$ cat src/rtl/pc_fetch_seq.sv
// pc_fetch_seq -- sequential Y86-64 instruction fetch stage.
//
// Holds the architectural PC and reads one instruction a byte at a time from a
// byte-wide instruction memory over a req/ack handshake. It decodes icode/ifun/
// rA/rB/ValC, computes ValP and reports a status code for the stages downstream.
//
// Ports
//   clk, reset             clock; synchronous active-high reset
//   imem_req/imem_addr     byte read request and its address (out)
//   imem_ack/imem_rdata    read acknowledge and data byte (in)
//   pc_load/PC_next        next-PC handshake from PC_update (in)
//   PC                     address of the current instruction
//   icode,ifun,rA,rB       decoded instruction fields
//   ValC, ValP             constant word and fall-through PC
//   instr_valid            decode outputs valid and stable
//   stat                   0=AOK 1=HLT 2=ADR 3=INS
//
// Build option: FETCH_TIMEOUT_EN adds an ack watchdog of TIMEOUT_CYCLES wait
// cycles that halts with ADR. Without it, FETCH waits for ack indefinitely.
module pc_fetch_seq #(
   parameter logic [63:0] RESET_PC       = 64'h0,
   parameter int          IMEM_SIZE      = 1024,
   parameter int          TIMEOUT_CYCLES = 16
) (
   input  logic        clk,
   input  logic        reset,
   output logic        imem_req,
   output logic [63:0] imem_addr,
   input  logic        imem_ack,
   input  logic [7:0]  imem_rdata,
   input  logic        pc_load,
   input  logic [63:0] PC_next,
   output logic [63:0] PC,
   output logic [3:0]  icode,
   output logic [3:0]  ifun,
   output logic [3:0]  rA,
   output logic [3:0]  rB,
   output logic [63:0] ValC,
   output logic [63:0] ValP,
   output logic        instr_valid,
   output logic [1:0]  stat
);

   typedef enum logic [1:0] {ST_IDLE, ST_FETCH, ST_VALID, ST_HALT} state_t;

   localparam logic [1:0] STAT_AOK = 2'd0;
   localparam logic [1:0] STAT_HLT = 2'd1;
   localparam logic [1:0] STAT_ADR = 2'd2;
   localparam logic [1:0] STAT_INS = 2'd3;

   // Instruction length by icode; 0 marks an illegal icode.
   function automatic logic [3:0] f_len(input logic [3:0] ic);
      case (ic)
         4'h0, 4'h1, 4'h9:       f_len = 4'd1;
         4'h2, 4'h6, 4'hA, 4'hB: f_len = 4'd2;
         4'h7, 4'h8:             f_len = 4'd9;
         4'h3, 4'h4, 4'h5:       f_len = 4'd10;
         default:                f_len = 4'd0;
      endcase
   endfunction

   state_t      r_state, w_state_next;
   logic [63:0] r_pc, r_valc, r_valp;
   logic [3:0]  r_idx, r_len;
   logic [3:0]  r_icode, r_ifun, r_ra, r_rb;
   logic [1:0]  r_stat;

   logic [63:0] w_addr;
   logic        w_addr_ok, w_ack, w_byte0, w_ins_err, w_adr_err, w_last, w_timeout;
   logic [3:0]  w_icode_cur, w_len_cur;

   assign w_addr    = r_pc + {60'd0, r_idx};
   assign w_addr_ok = (w_addr < 64'(IMEM_SIZE));
   assign w_ack     = imem_req & imem_ack;
   assign w_byte0   = (r_idx == 4'd0);
   // On byte 0 the opcode is only on the bus; afterwards it comes from the register.
   assign w_icode_cur = w_byte0 ? imem_rdata[7:4] : r_icode;
   assign w_len_cur   = w_byte0 ? f_len(imem_rdata[7:4]) : r_len;
   assign w_ins_err   = w_ack & w_byte0 & (w_len_cur == 4'd0);
   assign w_adr_err   = (r_state == ST_FETCH) & ~w_addr_ok;
   assign w_last      = w_ack & (w_len_cur != 4'd0) & ((r_idx + 4'd1) == w_len_cur);

`ifdef FETCH_TIMEOUT_EN
   logic [31:0] r_wait;
   // Fires on the TIMEOUT_CYCLES-th consecutive unacknowledged request cycle.
   assign w_timeout = imem_req & ~imem_ack & ((r_wait + 32'd1) == 32'(TIMEOUT_CYCLES));

   always_ff @(posedge clk) begin
      if (reset) begin
         r_wait <= 32'd0;
      end else if (imem_req & ~imem_ack) begin
         r_wait <= r_wait + 32'd1;
      end else begin
         r_wait <= 32'd0;
      end
   end
`else
   logic w_unused_timeout;
   assign w_timeout        = 1'b0;
   assign w_unused_timeout = (TIMEOUT_CYCLES != 0);
`endif

   // State register
   always_ff @(posedge clk) begin
      if (reset) begin
         r_state <= ST_IDLE;
      end else begin
         r_state <= w_state_next;
      end
   end

   // Next-state logic
   always_comb begin
      w_state_next = r_state;
      case (r_state)
         ST_IDLE:  w_state_next = ST_FETCH;
         ST_FETCH: begin
            if (w_adr_err || w_ins_err || w_timeout) begin
               w_state_next = ST_HALT;
            end else if (w_last) begin
               w_state_next = (w_icode_cur == 4'h0) ? ST_HALT : ST_VALID;
            end
         end
         ST_VALID: if (pc_load) w_state_next = ST_FETCH;
         default:  w_state_next = ST_HALT;
      endcase
   end

   // Output logic
   always_comb begin
      imem_req    = (r_state == ST_FETCH) & w_addr_ok;
      imem_addr   = (r_state == ST_FETCH) ? w_addr : 64'd0;
      instr_valid = (r_state == ST_VALID);
   end

   // Datapath: byte capture, status and PC
   always_ff @(posedge clk) begin
      if (reset) begin
         r_pc    <= RESET_PC;
         r_idx   <= 4'd0;
         r_len   <= 4'd0;
         r_icode <= 4'h0;
         r_ifun  <= 4'h0;
         r_ra    <= 4'hF;
         r_rb    <= 4'hF;
         r_valc  <= 64'd0;
         r_valp  <= 64'd0;
         r_stat  <= STAT_AOK;
      end else begin
         case (r_state)
            ST_FETCH: begin
               if (w_adr_err || w_timeout) begin
                  r_stat <= STAT_ADR;
               end else if (w_ack) begin
                  r_idx <= r_idx + 4'd1;
                  if (w_byte0) begin
                     r_icode <= imem_rdata[7:4];
                     r_ifun  <= imem_rdata[3:0];
                     r_ra    <= 4'hF;
                     r_rb    <= 4'hF;
                     r_valc  <= 64'd0;
                     r_valp  <= r_pc + {60'd0, w_len_cur};
                     r_len   <= w_len_cur;
                     if (w_ins_err) r_stat <= STAT_INS;
                  end else if ((r_idx == 4'd1) && ((r_len == 4'd2) || (r_len == 4'd10))) begin
                     r_ra <= imem_rdata[7:4];
                     r_rb <= imem_rdata[3:0];
                  end else begin
                     // Little-endian constant: after eight shifts the first byte is the LSB.
                     r_valc <= {imem_rdata, r_valc[63:8]};
                  end
                  if (w_last) begin
                     r_idx <= 4'd0;
                     if (w_icode_cur == 4'h0) r_stat <= STAT_HLT;
                  end
               end
            end
            ST_VALID: if (pc_load) r_pc <= PC_next;
            default: ;
         endcase
      end
   end

   assign PC    = r_pc;
   assign icode = r_icode;
   assign ifun  = r_ifun;
   assign rA    = r_ra;
   assign rB    = r_rb;
   assign ValC  = r_valc;
   assign ValP  = r_valp;
   assign stat  = r_stat;

endmodule

$ cat config.mk
export PLATFORM = sky130hd
export DESIGN_NAME = pc_fetch_seq
export DESIGN_NICKNAME = d
export VERILOG_FILES = /design/src/rtl/pc_fetch_seq.sv
export SDC_FILE = /design/constraint.sdc
export NUM_CORES = 1
export LEC_CHECK = 0
export BUFFER_PORTS_ARGS = -buffer_cell sky130_fd_sc_hd__clkbuf_2
export CORE_ASPECT_RATIO = 1.4
export CORE_MARGIN = 1
export CORE_UTILIZATION = 40
export CTS_BUF_LIST = sky130_fd_sc_hd__clkbuf_16
export CTS_CLUSTER_DIAMETER = 40
export DETAILED_ROUTE_END_ITERATION = 8
export RECOVER_POWER = 50
export SLEW_MARGIN = 5
export SYNTH_ARGS = -nofsm -noshare
export SYNTH_HDL_FRONTEND = slang
export SYNTH_SLANG_ARGS = --single-unit
$ cat constraint.sdc
create_clock -name clk -period 5.1 [get_ports clk]
set_input_delay 0.765 -clock clk [delete_from_list [all_inputs] [get_ports clk]]
set_output_delay 0.765 -clock clk [all_outputs]
set_load 0.02 [all_outputs]
# == After elaboration in Yosys (flattened, before gate mapping) ==
# Memory sizes are Yosys's and may differ from the RTL's.
# Index checks and enable logic that the tools add are counted.
# op_classes
addsub,3
n_bitwise,9
n_mux,21
reduce_logical,17
magnitude_cmp,1
eq_ne,9
# op_table
operator,count
64-bit two-way mux,3
64-bit by 4-bit adder with 64-bit output,2
"64-bit by 11-bit < comparator with 1-bit output, second input constant",1
4-bit two-way mux,7
2-bit two-way mux,9
4-bit zero test,3
4-bit AND reduction,3
1-bit bitwise AND,7
2-bit case mux with 3 select lines,1
2-bit AND reduction,3
"4-bit by 1-bit adder with 4-bit output, second input constant",1
"4-bit by 1-bit == test with 1-bit output, second input constant",1
"4-bit by 2-bit == test with 1-bit output, second input constant",1
4-bit == test,1
"4-bit == test, second input constant",1
"2-bit != test, second input constant",2
2-bit nonzero test,2
4-bit nonzero test,1
"3-bit by 2-bit != test with 1-bit output, second input constant",1
3-bit AND reduction,1
"2-bit by 1-bit == test with 1-bit output, second input constant",1
"2-bit == test, second input constant",1
2-bit zero test,1
1-bit logical OR,2
other kinds (3),4
# totals
mem_count,1
output_inout_bits,276
in_bits,76
elab_cells,72
rom_bits,48
reg_bits,220
# mem_list
name,words,width,read_ports,rd_ports_with_merged_regs,write_ports,line,source
(name not given),16,3,1,0,0,53,case (ic)

# == Longest topological paths before layout ==
# Gate-level depths: netlist of the first run.
# depth
ltp_word,12
ltp_mapped,18
mapped_depth_nobuf,15

# == Least setup slack after synthesis of the first run ==
# No wires, ideal clock.
# synth_timing
kind,register to output
from,"register r_pc[0], in the netlist PC[0]"
to,output imem_req
required_ns,4.335
path_slack_ns,0.790
path_buffers,3
t_arrival_ns,3.545
path_stages_with_launch,15
path_cell_list,dfxtp_1 ha_1 fa_1 a211oi_2 nor3_2 buf_4 nand3_1 nor3_1 a2111o_1 nor4_4 and4_1 buf_2 buf_2 nand2_1 nor2_1
# synth_via
elab_chain_cells,3
# synth_rtl
element,line,source
from (decl),63,"logic [63:0] r_pc, r_valc, r_valp;"
from (signal assigned),178,ST_VALID: if (pc_load) r_pc <= PC_next;
64-bit by 4-bit adder with 64-bit output,72,"assign w_addr = r_pc + {60'd0, r_idx};"
64-bit by 11-bit < comparator with 1-bit output,73,assign w_addr_ok = (w_addr < 64'(IMEM_SIZE));
1-bit bitwise AND,131,imem_req = (r_state == ST_FETCH) & w_addr_ok;
to (decl),27,"output logic imem_req,"
# No other way between the ends.

# == Final worst setup path of the first run ==
# layout_timing
from,register r_idx[0]
to,output imem_req
# layout_via
elab_chain_cells,3
# layout_rtl
element,line,source
from (decl),64,"logic [3:0] r_idx, r_len;"
from (signal assigned),155,r_idx <= r_idx + 4'd1;
64-bit by 4-bit adder with 64-bit output,72,
64-bit by 11-bit < comparator with 1-bit output,73,
1-bit bitwise AND,131,
# No other way between the ends.

==> results.json, run 1 <==
{
  "slew_headroom_pct": -90.2,
  "synth-edff-count": 0,
  "end_kind": "output pin",
  "cp.required_ns": 4.34,
  "drc": 0,
  "critPathTopFamily": "simple AND/OR/NAND/NOR gates",
  "grt_pass1_vias": 11200,
  "cts_buffers": 27,
  "synthAdderAreaFrac_pct": 1.54,
  "grt_max_degree": 105,
  "cts_max_level": 1,
  "clock_latency_ns": 0.54,
  "fill_cells": 2930,
  "critPathKind": "reg -> out",
  "row_count": 73,
  "clkSlewWorstSetupHoldPaths_ns": 0.06,
  "violations": "max-capacitance violations, max-slew violations",
  "synth.most_common_cell": "dfxtp_1",
  "p_int_uw": 3040,
  "status": "finished with violations",
  "avgViaCountPerCell": 5.57,
  "worst_path_largest_cell_delay_ns": 0.48,
  "ys_seq_area_share_pct": 38.1,
  "cts_hold_buf": 0,
  "synth_compound_area_share_pct": 20.2,
  "synth_commonest_cells": "dfxtp_1 (220), nand2_1 (177), a21oi_1 (173)",
  "synth_cells": 1465,
  "synth_nets": 1554,
  "grt-ovfl-total": 0,
  "die_h_um": 203,
  "swShare_pct": 34.1,
  "gp_congestion": 0.995,
  "min_period_ns": 4.94,
  "drv_slew": 65,
  "synthSimpleGateAreaFrac_pct": 27.2,
  "fmax_mhz": 202,
  "setup_ws_ns": 0.161,
  "hold_viol": 0,
  "synth_top_family_by_area": "simple AND/OR/NAND/NOR gates",
  "combPwrFrac_pct": 20.9,
  "syn_area_per_cell_um2": 7.89,
  "critPathArrivalTime_ns": 4.17,
  "track_usage_pct": 26.9,
  "pwr-share-clk_pct": 39.7,
  "antenna_found_initial": 2,
  "synth_cell_types": 78,
  "hold_slack_ns": 0.441,
  "ir_drop_v": 0.000269,
  "period_share_pct": 96.9,
  "post_route_cells_drive_above_1_share_pct": 18.0,
  "synth_xor_area_share_pct": 5.91,
  "yosysTopAreaCellShare_pct": 38.1,
  "timing.hold.worst.class": "in -> reg",
  "synth_area_leaders": "dfxtp_1 (38%), a21oi_1 (7.5%), nand2_1 (5.7%), nand4_1 (5.3%), o21ai_0 (4.3%)",
  "dp_hpwl_um": 30200,
  "synthFlopType": "dfxtp_1",
  "power_density_nw_per_um2": 324,
  "switching_power_uw": 1570,
  "synth_top_cell_by_area": "dfxtp_1",
  "setup_viol": 0,
  "io_pins": 352,
  "worstPathMaxFanout": 10,
  "antenna_left": 0,
  "ys_seq_elements": 220,
  "routed_wl_um": 41800,
  "leakage_uw": 0.00529,
  "synth_mux_area_share_pct": 0.184,
  "critPathSlowestCell": "fa_1",
  "synthToLayoutAreaGrowth_pct": 23.1,
  "grt_pass1_wl_um": 63500,
  "io_buffers": 351,
  "core_area_um2": 28400,
  "power_frac_seq_pct": 39.4,
  "crit_path_start_kind": "flip-flop",
  "cp_cell_sequence": "ha_1 > fa_1 > a211oi_4 > nor3_4 > buf_4 > and3_1 > xnor2_1 > nand4_1 > nor4_4 > and4_2 > nand2_1 > nor2_1 > clkbuf_2",
  "vias": 12000,
  "design.die.area_um2": 29600,
  "cts_root_buf": "clkbuf_16",
  "clk_path_buf_depth": 3,
  "synth_area_um2": 11600,
  "yosys_warnings": 0,
  "drt-initial-drc-count": 808,
  "power_uw": 4610,
  "tns_ns": 0,
  "pre_cts_ws_ns": 0.544,
  "cts_sinks": 220,
  "maxCapViolCount": 1,
  "initial_core_util_pct": 40.7,
  "nets": 1846,
  "async_flop_share_pct": 0,
  "first_pass_iters": 7,
  "tightest_slew_ns": 2.85,
  "skew_ns": 0.0127,
  "cp_num_buf_inv": 2,
  "cts_tree": "done",
  "die_width_um": 146,
  "wire_per_inst_um": 19.4
}
## registers in the layout (all words and copies together), names as in the netlist
register and flops:
ValC 64, r_state 2, r_idx 4, PC 64, ValP 64, icode 4, stat 2, r_len 4
ifun 4, rA 4, rB 4
## metal layers
metal / vias to the layer above / routed length (µm) / part of all wire (%) / GRT usage (%)
li1: 5777 / - / - / -
met1: 5657 / 16200 / 39 / 31.1
met2: 458 / 21300 / 51 / 47.8
met3: 105 / 2280 / 5.5 / 3.45
met4: 0 / 2060 / 4.9 / 15.2
met5: - / 0 / 0 / 0
## metrics by stage
stage,std cells,utilization [%],area [µm²]
after floorplan,1465,-,11600
after global placement,2100,47.7,13600
after detailed placement,2100,47.7,13600
after CTS,2149,50.8,14400
after global routing,2154,50.1,14200
final,2154,50.1,14200
## timing repair
| action | CTS | global route |
|---|---|---|
| setup endpoints to repair | 1 | 1 |
| pin swaps | 0 | 2 |
| resized for setup | 1 | 3 |
| setup buffers | 0 | 3 |
## layout make-up
cell class	count	area (µm²)	area share, %
clock inverter	22	184	1.29
timing repair buffer	397	1940	13.6
sequential	220	4400	30.9
clock buffer	27	676	4.74
tap	375	469	3.29
antenna	2	5.00	0.0351
inverter	43	161	1.13
multi-input combinational	1068	6410	45.0
## path summary, 6_finish.rpt
path	start	to	slack (ns)	depth (start not counted)
setup / recovery	r_idx[0]	imem_req	0.16	13
hold / removal	PC_next[61]	PC[61]	0.44	3
setup reg to reg	r_idx[0]	ValP[39]	0.58	13
hold reg to reg	ValP[47]	ValP[47]	0.45	1
## power by group through the flow
stage               sequential [µW]  combinational, µW  clock, µW
finish                         1820                963       1830
global route                   1820               1040       1930
CTS                            1820                963       1870
detailed placement             1850                959          0
global placement               1850                956          0
floorplan                      1870                640          0
## cells by family (layout without fill, tap and decap cells)
kind of cell,Yosys count,count (layout)
compound gates,395,395
xor+xnor,78,78
fa+ha+maj,13,13
buf+inv,177,489
flops,220,220
mux,2,2
other cells,0,2
simple gates,580,580
## layout by cell type, fill, tap and decap left out, types with 5 or more instances in the layout
cell       instances
nor2b_1            9
clkbuf_1         184
a21o_1            32
inv_1             49
clkinv_4           6
o211ai_1           5
nor4_1            18
a31oi_1            8
buf_4             39
a21oi_1          173
or3_1             18
nor2_1            91
nand2_1          175
nand3_1           54
clkbuf_2         168
and2_1            11
o21ai_2           20
o21a_1             8
nor3_1            27
nand4_2            5
buf_12             5
o21ai_1            6
o22a_1             9
o21ai_0           99
nor4_4             6
xor2_1            32
clkbuf_16         27
nand4_1           98
dfxtp_1          220
and3_1            14
and4_1             9
ha_1              11
xnor2_1           46
## tightest hold or removal path, stage by stage
cell and delay [ns]:
clkbuf_2 0.08, nand2_1 0.04, a21oi_1 0.05
Power figures use the tool's default switching activity.
==> run 2, diff against run 1 <==
Settings changed: RECOVER_POWER 50 to 100.
==> run 2 against run 1 <==
Compared with the run above:
- combinational power is 2.6% lower
- first-iteration DRC count up 8.8%
- wire length is 0.16% higher
- global-route usage unchanged
- sequential cell count did not move
- critical path depth did not move
- cell count unchanged
- sequential share of layout area is 0.39 points higher
- total power fell by 0.52%
- register-to-register slack worse by 0.18 ns
- the run still ends with max-capacitance violations, max-slew violations left
==> results.json, run 2 (synthesized netlist as in run 1, its figures left out) <==
{
  "status": "finished with violations",
  "violations": "max-capacitance violations, max-slew violations",
  "worst_path_largest_cell_delay_ns": 0.48,
  "tightest_slew_ns": 2.81,
  "final_common_cell": "clkbuf_1",
  "initial_core_util_pct": 40.7,
  "pwr-share-clk_pct": 39.9,
  "combPwrFrac_pct": 20.5,
  "swShare_pct": 34.1,
  "nets": 1846,
  "skew_ns": 0.0134,
  "die_h_um": 203,
  "antenna_left": 0,
  "leakage_uw": 0.00505,
  "pre_cts_ws_ns": 0.544,
  "rsz0062_at_grt": "false",
  "clkSlewWorstSetupHoldPaths_ns": 0.06,
  "routed_wl_um": 41900,
  "synthToLayoutAreaGrowth_pct": 21.6,
  "dp_hpwl_um": 30200,
  "cp.required_ns": 4.34,
  "cts_tree": "done",
  "first_pass_iters": 5,
  "hold_viol": 0,
  "avgViaCountPerCell": 5.56,
  "period_share_pct": 96.3,
  "io_pins": 352,
  "drv_slew": 65,
  "grt-ovfl-total": 0,
  "grt_max_degree": 105,
  "design.die.area_um2": 29600,
  "wire_per_inst_um": 19.4,
  "row_count": 73,
  "end_kind": "output pin",
  "ir_drop_v": 0.000269,
  "fill_cells": 2993,
  "cts_buffers": 27,
  "die_width_um": 146,
  "drc": 0,
  "drt-initial-drc-count": 879,
  "maxCapViolCount": 1,
  "cts_max_level": 1,
  "critPathKind": "reg -> out",
  "crit_path_start_kind": "flip-flop",
  "slew_headroom_pct": -87.5,
  "setup_viol": 0,
  "power_density_nw_per_um2": 326,
  "timing.hold.worst.class": "in -> reg",
  "clk_path_buf_depth": 3,
  "fmax_mhz": 204,
  "min_period_ns": 4.91,
  "tns_ns": 0,
  "core_area_um2": 28400,
  "antenna_found_initial": 2,
  "grt_pass1_vias": 11200,
  "cts_sinks": 220,
  "power_frac_seq_pct": 39.6,
  "vias": 12000,
  "critPathSlowestCell": "fa_1",
  "post_route_cells_drive_above_1_share_pct": 13.8,
  "cts_root_buf": "clkbuf_16",
  "critPathArrivalTime_ns": 4.15,
  "critPathTopFamily": "simple AND/OR/NAND/NOR gates",
  "p_int_uw": 3020,
  "cp_cell_sequence": "ha_1 > fa_1 > a211oi_4 > nor3_4 > clkbuf_1 > and3_1 > xnor2_1 > nand4_1 > nor4_4 > and4_2 > nand2_1 > nor2_1 > clkbuf_2",
  "track_usage_pct": 26.9,
  "cp_num_buf_inv": 2,
  "layout_common_cells": "clkbuf_1 (237), dfxtp_1 (220), nand2_1 (175)",
  "worstPathMaxFanout": 10,
  "grt_pass1_wl_um": 63500,
  "io_buffers": 351,
  "cts_hold_buf": 0,
  "clock_latency_ns": 0.54,
  "setup_ws_ns": 0.187,
  "switching_power_uw": 1560,
  "gp_congestion": 0.995
}
-- run 2: cell types whose count changed in the layout (fill, tap and decap cells not counted), sizes merged --
cell and delta:
buf -5, clkbuf +5
-- run 2: final cells by class --
cell class / instances / area [µm²] / area share (%)
clock buffers: 27 / 676 / 4.80
multi-input cells: 1068 / 6310 / 44.9
well taps: 375 / 469 / 3.34
flip-flops and latches: 220 / 4400 / 31.3
repair buffers: 397 / 1860 / 13.2
inverters: 43 / 161 / 1.15
clock inverters: 22 / 184 / 1.31
diodes: 2 / 5.00 / 0.0356
-- run 2: per-layer routing --
layer | routed length, µm | GRT usage, % | vias to the layer above
met5 | 0 | 0 | -
met4 | 2080 | 15.2 | 0
met3 | 2200 | 3.45 | 108
met2 | 21100 | 47.8 | 425
met1 | 16400 | 31.1 | 5668
li1 | - | - | 5783
-- run 2: worst min-delay path: stages --
cell and delay [ns]:
clkbuf_2 0.08, nand2_1 0.04, a21oi_1 0.05
-- run 2: stage by stage --
| step | hold WS (ns) | std cells | utilization, % | instance area, µm² | power [µW] |
|---|---|---|---|---|---|
| after floorplan | 0.454 | 1465 | - | 11600 | 2510 |
| after global placement | 0.435 | 2100 | 47.7 | 13600 | 2810 |
| after detailed placement | 0.438 | 2100 | 47.7 | 13600 | 2810 |
| after CTS | 0.420 | 2149 | 50.8 | 14400 | 4650 |
| after global routing | 0.434 | 2154 | 49.5 | 14100 | 4770 |
| final | 0.440 | 2154 | 49.5 | 14100 | 4580 |
-- run 2: worst paths after layout --
check,cells past startpoint,start,to,slack [ns]
max,13,r_idx[0],imem_req,0.19
min,3,PC_next[61],PC[61],0.44
max reg2reg,14,r_idx[0],ValC[23],0.40
min reg2reg,1,ValP[47],ValP[47],0.45
-- run 2: power by group through the flow --
stage / Combinational (µW) / Clock, µW / Sequential (µW)
after floorplan: 640 / 0 / 1870
after global placement: 956 / 0 / 1850
after detailed placement: 959 / 0 / 1850
final: 938 / 1830 / 1820
after CTS: 963 / 1870 / 1820
after global routing: 1010 / 1930 / 1820
-- run 2: repair_timing --
item	in CTS	in global routing
resized for setup	1	3
setup endpoints to repair	1	1
buffers inserted	0	3
pin swaps	0	2
